## src/rtl/b32p_isa_pkg.sv

```systemverilog
// rtl/b32p_isa_pkg.sv - B32P instruction formats, field positions and constant range limits
package b32p_isa_pkg;

    localparam logic [2:0] FMT_R = 3'd0;
    localparam logic [2:0] FMT_A = 3'd1;
    localparam logic [2:0] FMT_C = 3'd2;
    localparam logic [2:0] FMT_B = 3'd3;
    localparam logic [2:0] FMT_J = 3'd4;
    localparam logic [2:0] FMT_L = 3'd5;

    localparam int OP_LSB   = 28;
    localparam int ALU_LSB  = 24;
    localparam int CA_LSB   = 8;   // A-format constant sits in [23:8]
    localparam int CC_LSB   = 12;  // C/B/L-format constant sits in [27:12]
    localparam int CJ_LSB   = 1;
    localparam int AREG_LSB = 8;
    localparam int BREG_LSB = 4;
    localparam int DREG_LSB = 0;
    localparam int BOP_LSB  = 1;
    localparam int HE_BIT   = 8;

    // Lowest bit of the constant that must be a pure sign/zero extension
    localparam int C16_SIGN_LSB = 15;
    localparam int L16_ZERO_LSB = 16;
    localparam int J_SIGN_LSB   = 26;
    localparam int J_ZERO_LSB   = 27;

    function automatic logic uniform_from(input logic [31:0] v, input int lsb);
        logic ok;
        ok = 1'b1;
        for (int i = 0; i < 32; i++)
            if (i >= lsb && v[i] != v[31]) ok = 1'b0;
        return ok;
    endfunction

    function automatic logic zero_from(input logic [31:0] v, input int lsb);
        logic ok;
        ok = 1'b1;
        for (int i = 0; i < 32; i++)
            if (i >= lsb && v[i]) ok = 1'b0;
        return ok;
    endfunction

endpackage

```

## src/rtl/instr_field_pack.sv

```systemverilog
// rtl/instr_field_pack.sv - combinational field pack and constant range check for one instruction
module instr_field_pack
    import b32p_isa_pkg::*;
(
    input  logic [2:0]  fmt,
    input  logic [3:0]  instr_op,
    input  logic [3:0]  alu_op,
    input  logic [2:0]  branch_op,
    input  logic [31:0] cnst,
    input  logic [3:0]  areg,
    input  logic [3:0]  breg,
    input  logic [3:0]  dreg,
    input  logic        he,
    input  logic        oe,
    input  logic        sig,
    output logic [31:0] word,
    output logic        err
);

    always_comb begin
        word = '0;
        err  = 1'b0;
        word[OP_LSB +: 4] = instr_op;
        case (fmt)
            FMT_R: begin
                word[ALU_LSB  +: 4] = alu_op;
                word[AREG_LSB +: 4] = areg;
                word[BREG_LSB +: 4] = breg;
                word[DREG_LSB +: 4] = dreg;
            end
            FMT_A: begin
                word[ALU_LSB  +: 4]  = alu_op;
                word[CA_LSB   +: 16] = cnst[15:0];
                word[BREG_LSB +: 4]  = breg;
                word[DREG_LSB +: 4]  = dreg;
                err = !uniform_from(cnst, C16_SIGN_LSB);
            end
            FMT_C: begin
                word[CC_LSB   +: 16] = cnst[15:0];
                word[AREG_LSB +: 4]  = areg;
                word[BREG_LSB +: 4]  = breg;
                word[DREG_LSB +: 4]  = dreg;
                err = !uniform_from(cnst, C16_SIGN_LSB);
            end
            FMT_B: begin
                word[CC_LSB   +: 16] = cnst[15:0];
                word[AREG_LSB +: 4]  = areg;
                word[BREG_LSB +: 4]  = breg;
                word[BOP_LSB  +: 3]  = branch_op;
                word[0]              = sig;
                err = !uniform_from(cnst, C16_SIGN_LSB);
            end
            FMT_J: begin
                word[CJ_LSB +: 27] = cnst[26:0];
                word[0]            = oe;
                // Offset jumps are signed 27-bit, absolute jumps unsigned 27-bit
                err = oe ? !uniform_from(cnst, J_SIGN_LSB) : !zero_from(cnst, J_ZERO_LSB);
            end
            FMT_L: begin
                word[CC_LSB   +: 16] = cnst[15:0];
                word[HE_BIT]         = he;
                word[DREG_LSB +: 4]  = dreg;
                err = !zero_from(cnst, L16_ZERO_LSB);
            end
            default: begin
                word = '0;
                err  = 1'b1;
            end
        endcase
    end

endmodule

```

## src/rtl/instr_word_encoder.sv

```systemverilog
// rtl/instr_word_encoder.sv - field-set to instruction-word stream encoder; optional ENCODER_SELFCHECK_EN re-decode checker
module instr_word_encoder
    import b32p_isa_pkg::*;
#(
    parameter int                ADDR_W     = 27,
    parameter logic [ADDR_W-1:0] BASE_ADDR  = '0,
    parameter int                OBUF_DEPTH = 2
) (
    input  logic              clk,
    input  logic              reset_n,
    input  logic              in_valid,
    output logic              in_ready,
    input  logic [2:0]        in_fmt,
    input  logic [3:0]        in_instrOP,
    input  logic [3:0]        in_aluOP,
    input  logic [2:0]        in_branchOP,
    input  logic [31:0]       in_const,
    input  logic [3:0]        in_areg,
    input  logic [3:0]        in_breg,
    input  logic [3:0]        in_dreg,
    input  logic              in_he,
    input  logic              in_oe,
    input  logic              in_sig,
    output logic              out_valid,
    input  logic              out_ready,
    output logic [31:0]       out_instr,
    output logic [ADDR_W-1:0] out_addr,
    input  logic              restart,
    input  logic              err_clr,
    output logic              err_range,
    output logic [7:0]        err_cnt,
    output logic              err_selfchk
);

    localparam int             PW       = $clog2(OBUF_DEPTH);
    localparam logic [PW:0]    FULL_CNT = (PW+1)'(OBUF_DEPTH);

    logic [31:0]   mem [OBUF_DEPTH];
    logic [PW-1:0] wr_ptr, rd_ptr;
    logic [PW:0]   count;
    logic [31:0]   pack_word;
    logic          pack_err;
    logic          accept, push, pop, bad;

    instr_field_pack u_pack (
        .fmt       (in_fmt),
        .instr_op  (in_instrOP),
        .alu_op    (in_aluOP),
        .branch_op (in_branchOP),
        .cnst      (in_const),
        .areg      (in_areg),
        .breg      (in_breg),
        .dreg      (in_dreg),
        .he        (in_he),
        .oe        (in_oe),
        .sig       (in_sig),
        .word      (pack_word),
        .err       (pack_err)
    );

    // Ready depends only on the registered fill level, never on out_ready
    assign in_ready  = (count != FULL_CNT) && !restart;
    assign accept    = in_valid && in_ready;
    assign push      = accept && !pack_err;
    assign bad       = accept && pack_err;
    assign out_valid = (count != '0);
    assign pop       = out_valid && out_ready;
    assign out_instr = mem[rd_ptr];

    always_ff @(posedge clk or negedge reset_n) begin
        if (!reset_n) begin
            wr_ptr   <= '0;
            rd_ptr   <= '0;
            count    <= '0;
            out_addr <= BASE_ADDR;
            for (int i = 0; i < OBUF_DEPTH; i++) mem[i] <= '0;
        end else if (restart) begin
            wr_ptr   <= '0;
            rd_ptr   <= '0;
            count    <= '0;
            out_addr <= BASE_ADDR;
        end else begin
            if (push) begin
                mem[wr_ptr] <= pack_word;
                wr_ptr      <= wr_ptr + 1'b1;
            end
            if (pop) begin
                rd_ptr   <= rd_ptr + 1'b1;
                out_addr <= out_addr + 1'b1;
            end
            count <= count + {{PW{1'b0}}, push} - {{PW{1'b0}}, pop};
        end
    end

    always_ff @(posedge clk or negedge reset_n) begin
        if (!reset_n) begin
            err_range <= 1'b0;
            err_cnt   <= '0;
        end else if (bad) begin
            err_range <= 1'b1;
            if (err_clr)               err_cnt <= 8'd1;
            else if (err_cnt != 8'hFF) err_cnt <= err_cnt + 8'd1;
        end else if (err_clr) begin
            err_range <= 1'b0;
            err_cnt   <= '0;
        end
    end

`ifdef ENCODER_SELFCHECK_EN
    logic chk_bad;

    always_comb begin
        chk_bad = (pack_word[OP_LSB +: 4] != in_instrOP);
        case (in_fmt)
            FMT_R: chk_bad = chk_bad | (pack_word[ALU_LSB +: 4] != in_aluOP)
                           | (pack_word[AREG_LSB +: 4] != in_areg) | (pack_word[BREG_LSB +: 4] != in_breg)
                           | (pack_word[DREG_LSB +: 4] != in_dreg);
            FMT_A: chk_bad = chk_bad | (pack_word[ALU_LSB +: 4] != in_aluOP)
                           | (pack_word[CA_LSB +: 16] != in_const[15:0])
                           | (pack_word[BREG_LSB +: 4] != in_breg) | (pack_word[DREG_LSB +: 4] != in_dreg);
            FMT_C: chk_bad = chk_bad | (pack_word[CC_LSB +: 16] != in_const[15:0])
                           | (pack_word[AREG_LSB +: 4] != in_areg) | (pack_word[BREG_LSB +: 4] != in_breg)
                           | (pack_word[DREG_LSB +: 4] != in_dreg);
            FMT_B: chk_bad = chk_bad | (pack_word[CC_LSB +: 16] != in_const[15:0])
                           | (pack_word[AREG_LSB +: 4] != in_areg) | (pack_word[BREG_LSB +: 4] != in_breg)
                           | (pack_word[BOP_LSB +: 3] != in_branchOP) | (pack_word[0] != in_sig);
            FMT_J: chk_bad = chk_bad | (pack_word[CJ_LSB +: 27] != in_const[26:0]) | (pack_word[0] != in_oe);
            FMT_L: chk_bad = chk_bad | (pack_word[CC_LSB +: 16] != in_const[15:0])
                           | (pack_word[HE_BIT] != in_he) | (pack_word[DREG_LSB +: 4] != in_dreg);
            default: chk_bad = 1'b0;
        endcase
    end

    always_ff @(posedge clk or negedge reset_n) begin
        if (!reset_n)              err_selfchk <= 1'b0;
        else if (push && chk_bad)  err_selfchk <= 1'b1;
        else if (err_clr)          err_selfchk <= 1'b0;
    end
`else
    assign err_selfchk = 1'b0;
`endif

endmodule

```

## config.mk

```make
export PLATFORM = sky130hd
export DESIGN_NAME = instr_word_encoder
export DESIGN_NICKNAME = d
export VERILOG_FILES = /design/src/rtl/b32p_isa_pkg.sv /design/src/rtl/instr_field_pack.sv /design/src/rtl/instr_word_encoder.sv
export SDC_FILE = /design/constraint.sdc
export NUM_CORES = 1
export LEC_CHECK = 0
export CAP_MARGIN = 20
export CORE_AREA = 2 2 118 120
export DETAILED_ROUTE_END_ITERATION = 6
export DIE_AREA = 0 0 120 122
export GPL_ROUTABILITY_DRIVEN = 0
export HOLD_SLACK_MARGIN = 0.05
export PLACE_DENSITY = 0.72
export SYNTH_ARGS = -nofsm -noshare
export SYNTH_HDL_FRONTEND = slang
export SYNTH_SLANG_ARGS = --single-unit
```

## constraint.sdc

```tcl
create_clock -name clk -period 5.23 [get_ports clk]
set_input_delay 0.523 -clock clk [delete_from_list [all_inputs] [get_ports clk]]
set_output_delay 0.523 -clock clk [all_outputs]
set_load 0.005 [all_outputs]
```

After elaboration in Yosys (flattened, before gate mapping)

Cells that the tools add are included.

Register bits after elaboration: 104
Bits of input ports: 67
Output and inout port bits: 71

Add/subtract/negate cells: 6
Order comparisons: 3
Equal/unequal tests: 23
Muxes and demuxes: 76
Bitwise gates (word level): 3
Reductions and logical operators: 28

Operators with widths:

| kind                                                     | number |
|---|---|
| 2-to-1 mux 32 bit                                        | 4 |
| bitwise mux 64 bit                                       | 1 |
| 2-to-1 mux 1 bit                                         | 55 |
| 2-to-1 mux 27 bit                                        | 2 |
| one-hot mux 12 bit (3 select lines)                      | 1 |
| demux 32 bit (select 1 bit)                              | 1 |
| 2-to-1 mux 8 bit                                         | 4 |
| adder 27 x 1 -> 27 bit, second input constant            | 1 |
| one-hot mux 4 bit (3 select lines)                       | 2 |
| inequality test 1 bit                                    | 16 |
| nonzero test 2 bit                                       | 5 |
| one-hot mux 3 bit (3 select lines)                       | 1 |
| adder 8 x 1 -> 8 bit, second input constant              | 1 |
| logical NOT 1 bit                                        | 8 |
| inequality test 8 bit, second input constant             | 1 |
| one-hot mux 4 bit (2 select lines)                       | 1 |
| OR reduction 4 bit                                       | 2 |
| == test 3 x 2 -> 1 bit, second input constant            | 2 |
| == test 3 bit, second input constant                     | 2 |
| logical AND 1 bit                                        | 6 |
| one-hot mux 1 bit (6 select lines)                       | 1 |
| OR reduction 3 bit                                       | 2 |
| OR reduction 6 bit                                       | 1 |
| greater-or-equal comparator 2 bit, second input constant | 2 |
| other kinds (14)                                         | 17 |

Depth between registers and ports, before layout

Gate-level depths: netlist of run 1.

Depth after elaboration: 25
Mapped depth: 12

Hierarchy

From an unflattened synthesis of run 1, not the netlist that was laid out.

Cells, all modules: 570
Area total of the unflattened synthesis: 5958.2 sq um

Modules (own cells, without submodules):

| module             | times used | cells an instance | area an instance (sq um) | sequential area each (sq um) |
|---|---|---|---|---|
| instr_word_encoder | 1          | 404               | 4917.2                   | 2602.5 |
| instr_field_pack   | 1          | 166               | 1041.0                   | 0.0 |

Worst setup path after synthesis of run 1

No wires, ideal clock.

Kind: input -> register
Start point: input port in_const[31]
End point: register count[1]
Library setup time: 0.132 ns
Arrival time: 2.460 ns
Data required time: 5.098 ns
Path slack: 2.638 ns
Stages: 11
Buffers on the path: 1
Path through: or4_1 nand2_1 a311o_1 o211a_1 clkbuf_1 nand2_1 ha_1 inv_1 ha_1 xnor2_1 nor2_1

Longest elaborated chain between the ends: 25
Elaborated cells between the ends (all ways): 58

Ends and longest elaborated chain:

| what                                        | line                                                                   | text |
|---|---|---|
| start: declaration                          | instr_word_encoder.sv:17                                               | `input logic [31:0] in_const,` |
| inequality test 1 bit                       | b32p_isa_pkg.sv:32                                                     | `if (i >= lsb && v[i] != v[31]) ok = 1'b0;` |
| 2-to-1 mux 1 bit (16 in a row)              | b32p_isa_pkg.sv:32                                                     |  |
| 2-to-1 mux 1 bit                            | instr_field_pack.sv:24                                                 | `case (fmt)` |
| logical NOT 1 bit, on equally long branches | instr_field_pack.sv:51, instr_field_pack.sv:36, instr_field_pack.sv:43 |  |
| one-hot mux 1 bit (6 select lines) *        | instr_field_pack.sv:24                                                 |  |
| logical NOT 1 bit *                         | instr_word_encoder.sv:64                                               | `assign push = accept && !pack_err;` |
| logical AND 1 bit *                         | instr_word_encoder.sv:64                                               |  |
| adder 2 x 1 -> 2 bit *                      | instr_word_encoder.sv:91                                               | `count <= count + {{PW{1'b0}}, push} - {{PW{1'b0}}, pop};` |
| subtractor 2 x 1 -> 2 bit *                 | instr_word_encoder.sv:91                                               |  |
| 2-to-1 mux 2 bit *                          | instr_word_encoder.sv:77                                               | `end else if (restart) begin` |
| end signal: assignment                      | instr_word_encoder.sv:91                                               |  |
| end: declaration                            | instr_word_encoder.sv:40                                               | `logic [PW:0] count;` |

Mark *: on every way between the ends. The rest lies on a longest branch, timed or not. The select of a mux whose other input is x is not followed.
A chain may end at the register's enable or synchronous reset.

Worst setup path after layout of run 1

Start point: input port in_const[26]
End point: register mem[32] in the netlist's numbering

Longest elaborated chain between the ends: 13
Elaborated cells between the ends (all ways): 32

Ends and longest elaborated chain:

| what                                 | line                     | text |
|---|---|---|
| inequality test 1 bit                | b32p_isa_pkg.sv:32       |  |
| 2-to-1 mux 1 bit (5 in a row)        | b32p_isa_pkg.sv:32       |  |
| 2-to-1 mux 1 bit                     | instr_field_pack.sv:24   |  |
| logical NOT 1 bit                    | instr_field_pack.sv:57   | `err = oe ? !uniform_from(cnst, J_SIGN_LSB) : !zero_from(cnst, J_ZERO_LSB);` |
| 2-to-1 mux 1 bit                     | instr_field_pack.sv:57   |  |
| one-hot mux 1 bit (6 select lines) * | instr_field_pack.sv:24   |  |
| logical NOT 1 bit *                  | instr_word_encoder.sv:64 |  |
| logical AND 1 bit *                  | instr_word_encoder.sv:64 |  |
| AND reduction 2 bit (no line) *      | --                       |  |
| end signal: indexed assignment       | instr_word_encoder.sv:84 | `mem[wr_ptr] <= pack_word;` |
| end: declaration                     | instr_word_encoder.sv:38 | `logic [31:0] mem [OBUF_DEPTH];` |

Marked as above.

==> run metrics, run 1 <==
Maximum Capacitance Violations=0; buffer type at the clock tree root=sky130_fd_sc_hd__clkbuf_16; Total GRT Usage=0.2130; kind of start point of the critical path=input pin; multiplexer fraction of the synthesized cell area=0.2125; die outline area=14,640 um2; global-route wire length before repair=24.47 mm; core utilization of the finished layout=0.5665; total core area=13,500 um2; RSZ-0062 raised after global routing=false; largest net degree at the start of global routing=60; family of cells with the greatest summed delay on the critical path=simple AND/OR/NAND/NOR gates; min-delay worst type=input pin to asynchronous set/reset pin; height of the die=122 um; post-route antenna net violation count=0; Post-Syn Instances=565; setup fix buffers added after clock tree synthesis=0; clock sink count=104; upper clock frequency limit=0.3088 GHz; Die W=120 um; number of antenna violations at the first check in global routing=0; element type at the critical path end=register; initial detailed-routing violation count=373; largest cells by area after synthesis=sky130_fd_sc_hd__dfrtp_1, sky130_fd_sc_hd__mux2_2, sky130_fd_sc_hd__mux2_4, sky130_fd_sc_hd__a21oi_1, sky130_fd_sc_hd__nand2_1; total number of nets in the final design=754; Worst-path clk slew=0.07 ns; Clk Latency, worst-skew pair=0.35 ns; data required time of the worst path=5.47 ns; CTS hold repair buffers=0; share of final-layout standard cells stronger than drive strength 1=0.1933; Clock H-tree levels=3; Top-Level Pins=138; area share of and/or/nand/nor cells after synthesis=0.1525; Arr. time, crit path=3.48 ns; area fraction of the dominant cell type after synthesis=0.4424; average detailed-routed wire length per instance=17.86 um; most common flop cell mapped by yosys=sky130_fd_sc_hd__dfrtp_1; warnings from Yosys=0; post-detailed-route DRC marker count=0; ys async rst share=1.000; total congestion overflow=0; result of the run=finished, final reports clean; worst-case reg-to-reg path depth=5; total of endpoints with negative setup slack in the final report=0; max-slew headroom at the worst pin=0.2667; worst slack at placement=1.641 ns; final setup slack of the worst path=1.992 ns; Static Leakage=3.364 nW; average size of a mapped cell=10.41 um2; slack of the worst reg-to-reg path=2.79 ns; Post-synth EDFFs=0; CTS tree=built; TNS Setup=0 ns; register bit total from synthesis=104; area overhead of the layout relative to synthesis=30.03%; Synth Net Count=636; final number of max-transition violations=0; compound-gate portion of the synthesized area=0.1097; IO buf count=136; worst-path maximum fanout=33; detail-routed via count per cell=5.555; XOR/XNOR share of the synthesized area=0.03424; critical path depth in cells=7; number of cells upsized or downsized after cts=0; Crit Path Class=input pin to register; worst supply voltage drop on vdd=0.0001630 V; DR pass1 iterations=4; count of different cell masters after synthesis=52; Total Routed Length=15.50 mm; slowest cell on the critical path=sky130_fd_sc_hd__or3_2; Ant. Diodes=0; slew at the pin closest to its max-slew limit=1.100 ns; detailed-route via count=4,822; netlist area before placement=5883 um2; Period minus WS final=3.238 ns; stage delay of the slowest cell on the critical path=0.91 ns; via count of the first global-routing pass=4,717; crit path buf inv count=1; adder-cell share of the synthesized area=0.008507; post-detailed-placement half-perimeter wirelength=10.94 mm; worst setup skew after layout=0.007450 ns; Initial Util=0.4357; library cell occupying the most area in the post-synthesis netlist=sky130_fd_sc_hd__dfrtp_1; number of standard-cell rows in the floorplan=43; dominant combinational cell family by area after synthesis=multiplexers; number of clock buffers inserted by TritonCTS=9; CTS Buffer Depth=2; cell chain of the critical path=clkdlybuf4s50_1, nor3_1, nand4_1, o311ai_2, o211ai_2, or3_2, mux2_4; period utilization=0.6191; power density relative to cell area=367.1 nW/um2; Hold Vio Cnt, Final=0; proportion of synthesized chip area in sequential cells=0.4424; total power consumption of the routed design=2.808 mW
-- metal layers --
metal	global-route usage	up-vias	part of all wire
li1	-	2256	-
met1	0.2935	2398	0.46
met2	0.3384	146	0.48
met3	0.02903	22	0.041
met4	0.08971	0	0.023
met5	0	-	0
-- final timing paths --
| kind | startpoint | to |
|---|---|---|
| worst min register to register | mem[1]$_DFFE_PN0P_ | mem[1]$_DFFE_PN0P_ |
| max in group asynchronous | reset_n | mem[47]$_DFFE_PN0P_ |
| worst max-delay path | in_const[26] | mem[32]$_DFFE_PN0P_ |
| worst min-delay path | reset_n | mem[29]$_DFFE_PN0P_ |
| worst max register to register | count[0]$_DFF_PN0_ | mem[32]$_DFFE_PN0P_ |
| min in group clk | mem[1]$_DFFE_PN0P_ | mem[1]$_DFFE_PN0P_ |
-- report_power, final --
part	switching, mW	internal, mW
clock network	0.322	0.426
logic	0.367	0.639
registers	0.0937	0.962
total	0.782	2.03
-- through the flow --
stage	cell area, um2	hold WS, ns	instances
finish	7650	0.1538	868
global route	7650	0.2044	868
CTS	7650	0.1764	868
detailed placement	7322	0.4875	852
global placement	7322	0.4808	852
floorplan	5883	0.2274	565
-- kinds of logic after synthesis --
kind of cell / after synthesis
and+or+nand+nor: 179
AOI/OAI and AO/OA: 107
DFF: 104
muxes: 102
buffers and inverters: 45
xor gates and xnor gates: 23
adders and majority gates: 4
other: 1
-- cells in the final DEF (no fill, tap or decap), types with 5 or more instances in the layout --
master and instances:
sky130_fd_sc_hd__a21oi_1 51, sky130_fd_sc_hd__a22o_1 5, sky130_fd_sc_hd__and2_1 5, sky130_fd_sc_hd__and3_1 13
sky130_fd_sc_hd__buf_4 8, sky130_fd_sc_hd__clkbuf_16 9, sky130_fd_sc_hd__clkdlybuf4s50_1 135, sky130_fd_sc_hd__dfrtp_1 104
sky130_fd_sc_hd__inv_1 7, sky130_fd_sc_hd__mux2_2 67, sky130_fd_sc_hd__mux2_4 29, sky130_fd_sc_hd__mux2i_1 6
sky130_fd_sc_hd__nand2_1 50, sky130_fd_sc_hd__nand3_1 14, sky130_fd_sc_hd__nand4_1 12, sky130_fd_sc_hd__nor2_1 42
sky130_fd_sc_hd__nor2b_1 8, sky130_fd_sc_hd__o21ai_0 22, sky130_fd_sc_hd__o22ai_1 5, sky130_fd_sc_hd__or3_1 12
sky130_fd_sc_hd__xnor2_1 9, sky130_fd_sc_hd__xor2_1 14
-- worst register-to-register path, stage by stage, from the launching register on --
cell                      delay (ns)
sky130_fd_sc_hd__dfrtp_1        0.39
sky130_fd_sc_hd__inv_1          0.05
sky130_fd_sc_hd__a21oi_1        0.26
sky130_fd_sc_hd__nand2_1        0.18
sky130_fd_sc_hd__or3_2          0.95
sky130_fd_sc_hd__mux2_4         0.49
-- state kept, by name, indices dropped and copies added, names as in the netlist --
| signal | count |
|---|---|
| out_addr | 27 |
| count | 2 |
| mem | 64 |
| err_cnt | 8 |
| rd_ptr | 1 |
| wr_ptr | 1 |
| err_range | 1 |
-- cell usage after synthesis, drive strengths merged, types with 5 or more instances --
cell / instances
o21ai: 23
o22ai: 5
mux2: 96
a22o: 6
and3: 14
or3: 14
nand2: 50
nor2b: 8
a21oi: 51
clkbuf: 24
and2: 5
nand3: 14
nor4: 5
buf: 12
xor2: 14
dfrtp: 104
xnor2: 9
mux2i: 6
nand4: 12
inv: 7
nor2: 42
-- layout make-up --
type | count | area, um2
clock buffer | 9 | 225.2
sequential | 104 | 2603
fill | 1173 | 5854
clock inverter | 7 | 102.6
timing repair buffer | 143 | 1411
tap | 180 | 225.2
multi-input combinational | 416 | 3049
inverter | 9 | 33.78
No activity file was read; power rests on OpenSTA's default activity.
==> run 2, diff against run 1 <==
clock period = 3.3 ns   (was 5.23 ns; I/O delays follow)
==> run 2 against run 1 <==
Clock skew down 0.00060 ns. Register-to-register slack worse by 1.8 ns. Sequential share of layout area down 0.28 points. Largest cell class unchanged. First-iteration DRC count grew 32%.
==> run metrics, run 2 (synthesized netlist as in run 1, its figures left out) <==
power density relative to cell area=575.6 nW/um2 (+57%); average detailed-routed wire length per instance=17.79 um (-0.40%); worst setup skew after layout=0.006848 ns (-0.0006019 ns); buffer type at the clock tree root=sky130_fd_sc_hd__clkbuf_16; largest registers=mem x64, out_addr x27, err_cnt x8; cell chain of the critical path=clkdlybuf4s50_1, nor4_2, nand4_1, o311ai_2, o211ai_2, or3_2, buf_4, mux2_4; clock sink count=104 (unchanged); final setup slack of the worst path=0.5147 ns (-1.477 ns); commonest non-fill, non-tap cell in the layout=sky130_fd_sc_hd__clkdlybuf4s50_1; post-detailed-placement half-perimeter wirelength=11.36 mm (+3.9%); Ant. Diodes=0 (unchanged); leading cell types in the layout, fill and taps excluded=sky130_fd_sc_hd__clkdlybuf4s50_1, sky130_fd_sc_hd__dfrtp_1, sky130_fd_sc_hd__mux2_2; reg-to-reg critical path startpoint=out_addr[9]$_DFFE_PN0P_; setup fix buffers added after clock tree synthesis=0 (unchanged); slack of the worst reg-to-reg path=0.98 ns (-1.81 ns); detailed-route via count=4,840 (+0.37%); final number of max-transition violations=0 (unchanged); flip-flop count of the largest register after layout=64 (unchanged); total core area=13,500 um2 (unchanged); post-route antenna net violation count=0 (unchanged); Die W=120 um (unchanged); number of cells upsized or downsized after cts=0 (unchanged); worst-path maximum fanout=25 (-24%); number of standard-cell rows in the floorplan=43 (unchanged); Period minus WS final=2.785 ns; area overhead of the layout relative to synthesis=31.11%; CTS tree=built; count of placed standard cells including taps=857 (+0.59%); data required time of the worst path=3.54 ns (-1.93 ns); Top-Level Pins=138 (unchanged); Worst-path clk slew=0.07 ns (about the same); upper clock frequency limit=0.3590 GHz; metal2 WL=7.665 mm (+3.6%); number of antenna violations at the first check in global routing=0 (unchanged); worst supply voltage drop on vdd=0.0003125 V (+92%); Arr. time, crit path=3.02 ns (-0.46 ns); worst slack at placement=0.1700 ns (-1.471 ns); highest layer used for signal routing=met4; wl on met1=7.026 mm (-1.2%); detail-routed via count per cell=5.538 (-0.32%); total of endpoints with negative setup slack in the final report=0 (unchanged); Total Routed Length=15.55 mm (+0.29%); result of the run=finished, final reports clean; kind of start point of the critical path=input pin; min-delay worst type=register to register; core utilization of the finished layout=0.5712 (+0.004726); max-slew headroom at the worst pin=0.6166 (+0.3499); startpoint of the worst setup timing path=in_const[17]; stage delay of the slowest cell on the critical path=0.47 ns (-0.44 ns); RSZ-0062 raised after global routing=false; DR pass1 iterations=5 (+1); element type at the critical path end=register; via count of the first global-routing pass=4,799 (+1.7%); Clock H-tree levels=3 (unchanged); global-route wire length before repair=24.75 mm (+1.1%); die outline area=14,640 um2 (unchanged); Crit Path Class=input pin to register; Clk Latency, worst-skew pair=0.35 ns (about the same); period utilization=0.8440; Static Leakage=3.394 nW (+0.86%); register name with the most flops=mem; Total GRT Usage=0.2153 (+0.002286); Maximum Capacitance Violations=0 (unchanged); Detail Route met3 WL=597 um (-6.1%); startpoint of the tightest hold check path=mem[17]$_DFFE_PN0P_; Cell Count, Final, Fillers Out=874 (+0.69%); initial detailed-routing violation count=494 (+32%); number of clock buffers inserted by TritonCTS=9 (unchanged); fill cell count=1,149 (-2.0%); IO buf count=136 (unchanged); worst hold slack=0.5043 ns (+0.3506 ns); slowest cell on the critical path=sky130_fd_sc_hd__clkdlybuf4s50_1; largest net degree at the start of global routing=65 (+8.3%); TNS Setup=0 ns (unchanged); share of final-layout standard cells stronger than drive strength 1=0.1988 (+0.005533); total congestion overflow=0 (unchanged); Hold Vio Cnt, Final=0 (unchanged); post-detailed-route DRC marker count=0 (unchanged); total number of nets in the final design=760 (+0.80%); Initial Util=0.4357 (unchanged); height of the die=122 um (unchanged); CTS Buffer Depth=2 (unchanged); slew at the pin closest to its max-slew limit=0.5751 ns (-0.5248 ns)
run 2: cell types whose count changed in the layout (fill, tap and decap cells not counted), sizes merged:
cell         change
dlygate4sd3      +1
clkinv           +1
clkinvlp         +1
inv              -3
clkbuf           +1
buf              +5
run 2: final timing paths:
kind / endpoint / depth (start not counted)
worst max-delay path: mem[38]$_DFFE_PN0P_ / 8
worst min-delay path: mem[17]$_DFFE_PN0P_ / 1
worst max register to register: out_addr[25]$_DFFE_PN0P_ / 6
worst min register to register: mem[17]$_DFFE_PN0P_ / 1
max in group asynchronous: mem[43]$_DFFE_PN0P_ / 3
min in group asynchronous: mem[26]$_DFFE_PN0P_ / 2
run 2: critical path, delay by kind of cell:
family / cells / cell delay, ns
buf+inv: 2 / 0.76
mux: 1 / 0.35
simple gates: 3 / 1.00
compound gates: 2 / 0.55
run 2: where the power goes:
group	internal (mW)	switching, mW	leakage [nW]
logic	1.02	0.572	1.84
registers	1.53	0.154	1.40
clock network	0.688	0.484	0.155
total	3.23	1.21	3.39
run 2: per-stage QoR:
| stage | total power [mW] | cell area [um2] |
|---|---|---|
| 2_1_floorplan | 2.517 | 5883 |
| 3_3_place_gp | 3.257 | 7372 |
| 3_5_place_dp | 3.294 | 7372 |
| 4_1_cts | 4.496 | 7714 |
| 5_1_grt | 4.674 | 7714 |
| 6_report | 4.440 | 7714 |
run 2: final cells by class:
| type | count | area [um2] | share of cell area |
|---|---|---|---|
| multi-input combinational | 416 | 3049 | 0.3953 |
| sequential | 104 | 2603 | 0.3374 |
| tap | 180 | 225.2 | 0.02920 |
| timing repair buffer | 149 | 1471 | 0.1908 |
| inverter | 9 | 33.78 | 0.004380 |
| clock buffer | 10 | 239.0 | 0.03098 |
| clock inverter | 6 | 92.59 | 0.01200 |
run 2: metal layers:
metal  GRT usage  vias up
met5           0        -
met4     0.07353        0
met3     0.03792       15
met2      0.3484      125
met1      0.2930     2419
li1            -     2281
run 2: repair_timing:
item | CTS | global route
setup endpoints to repair | 0 | 0
hold buffers | 1 | 0
endpoints found under the hold margin | 40 | 0
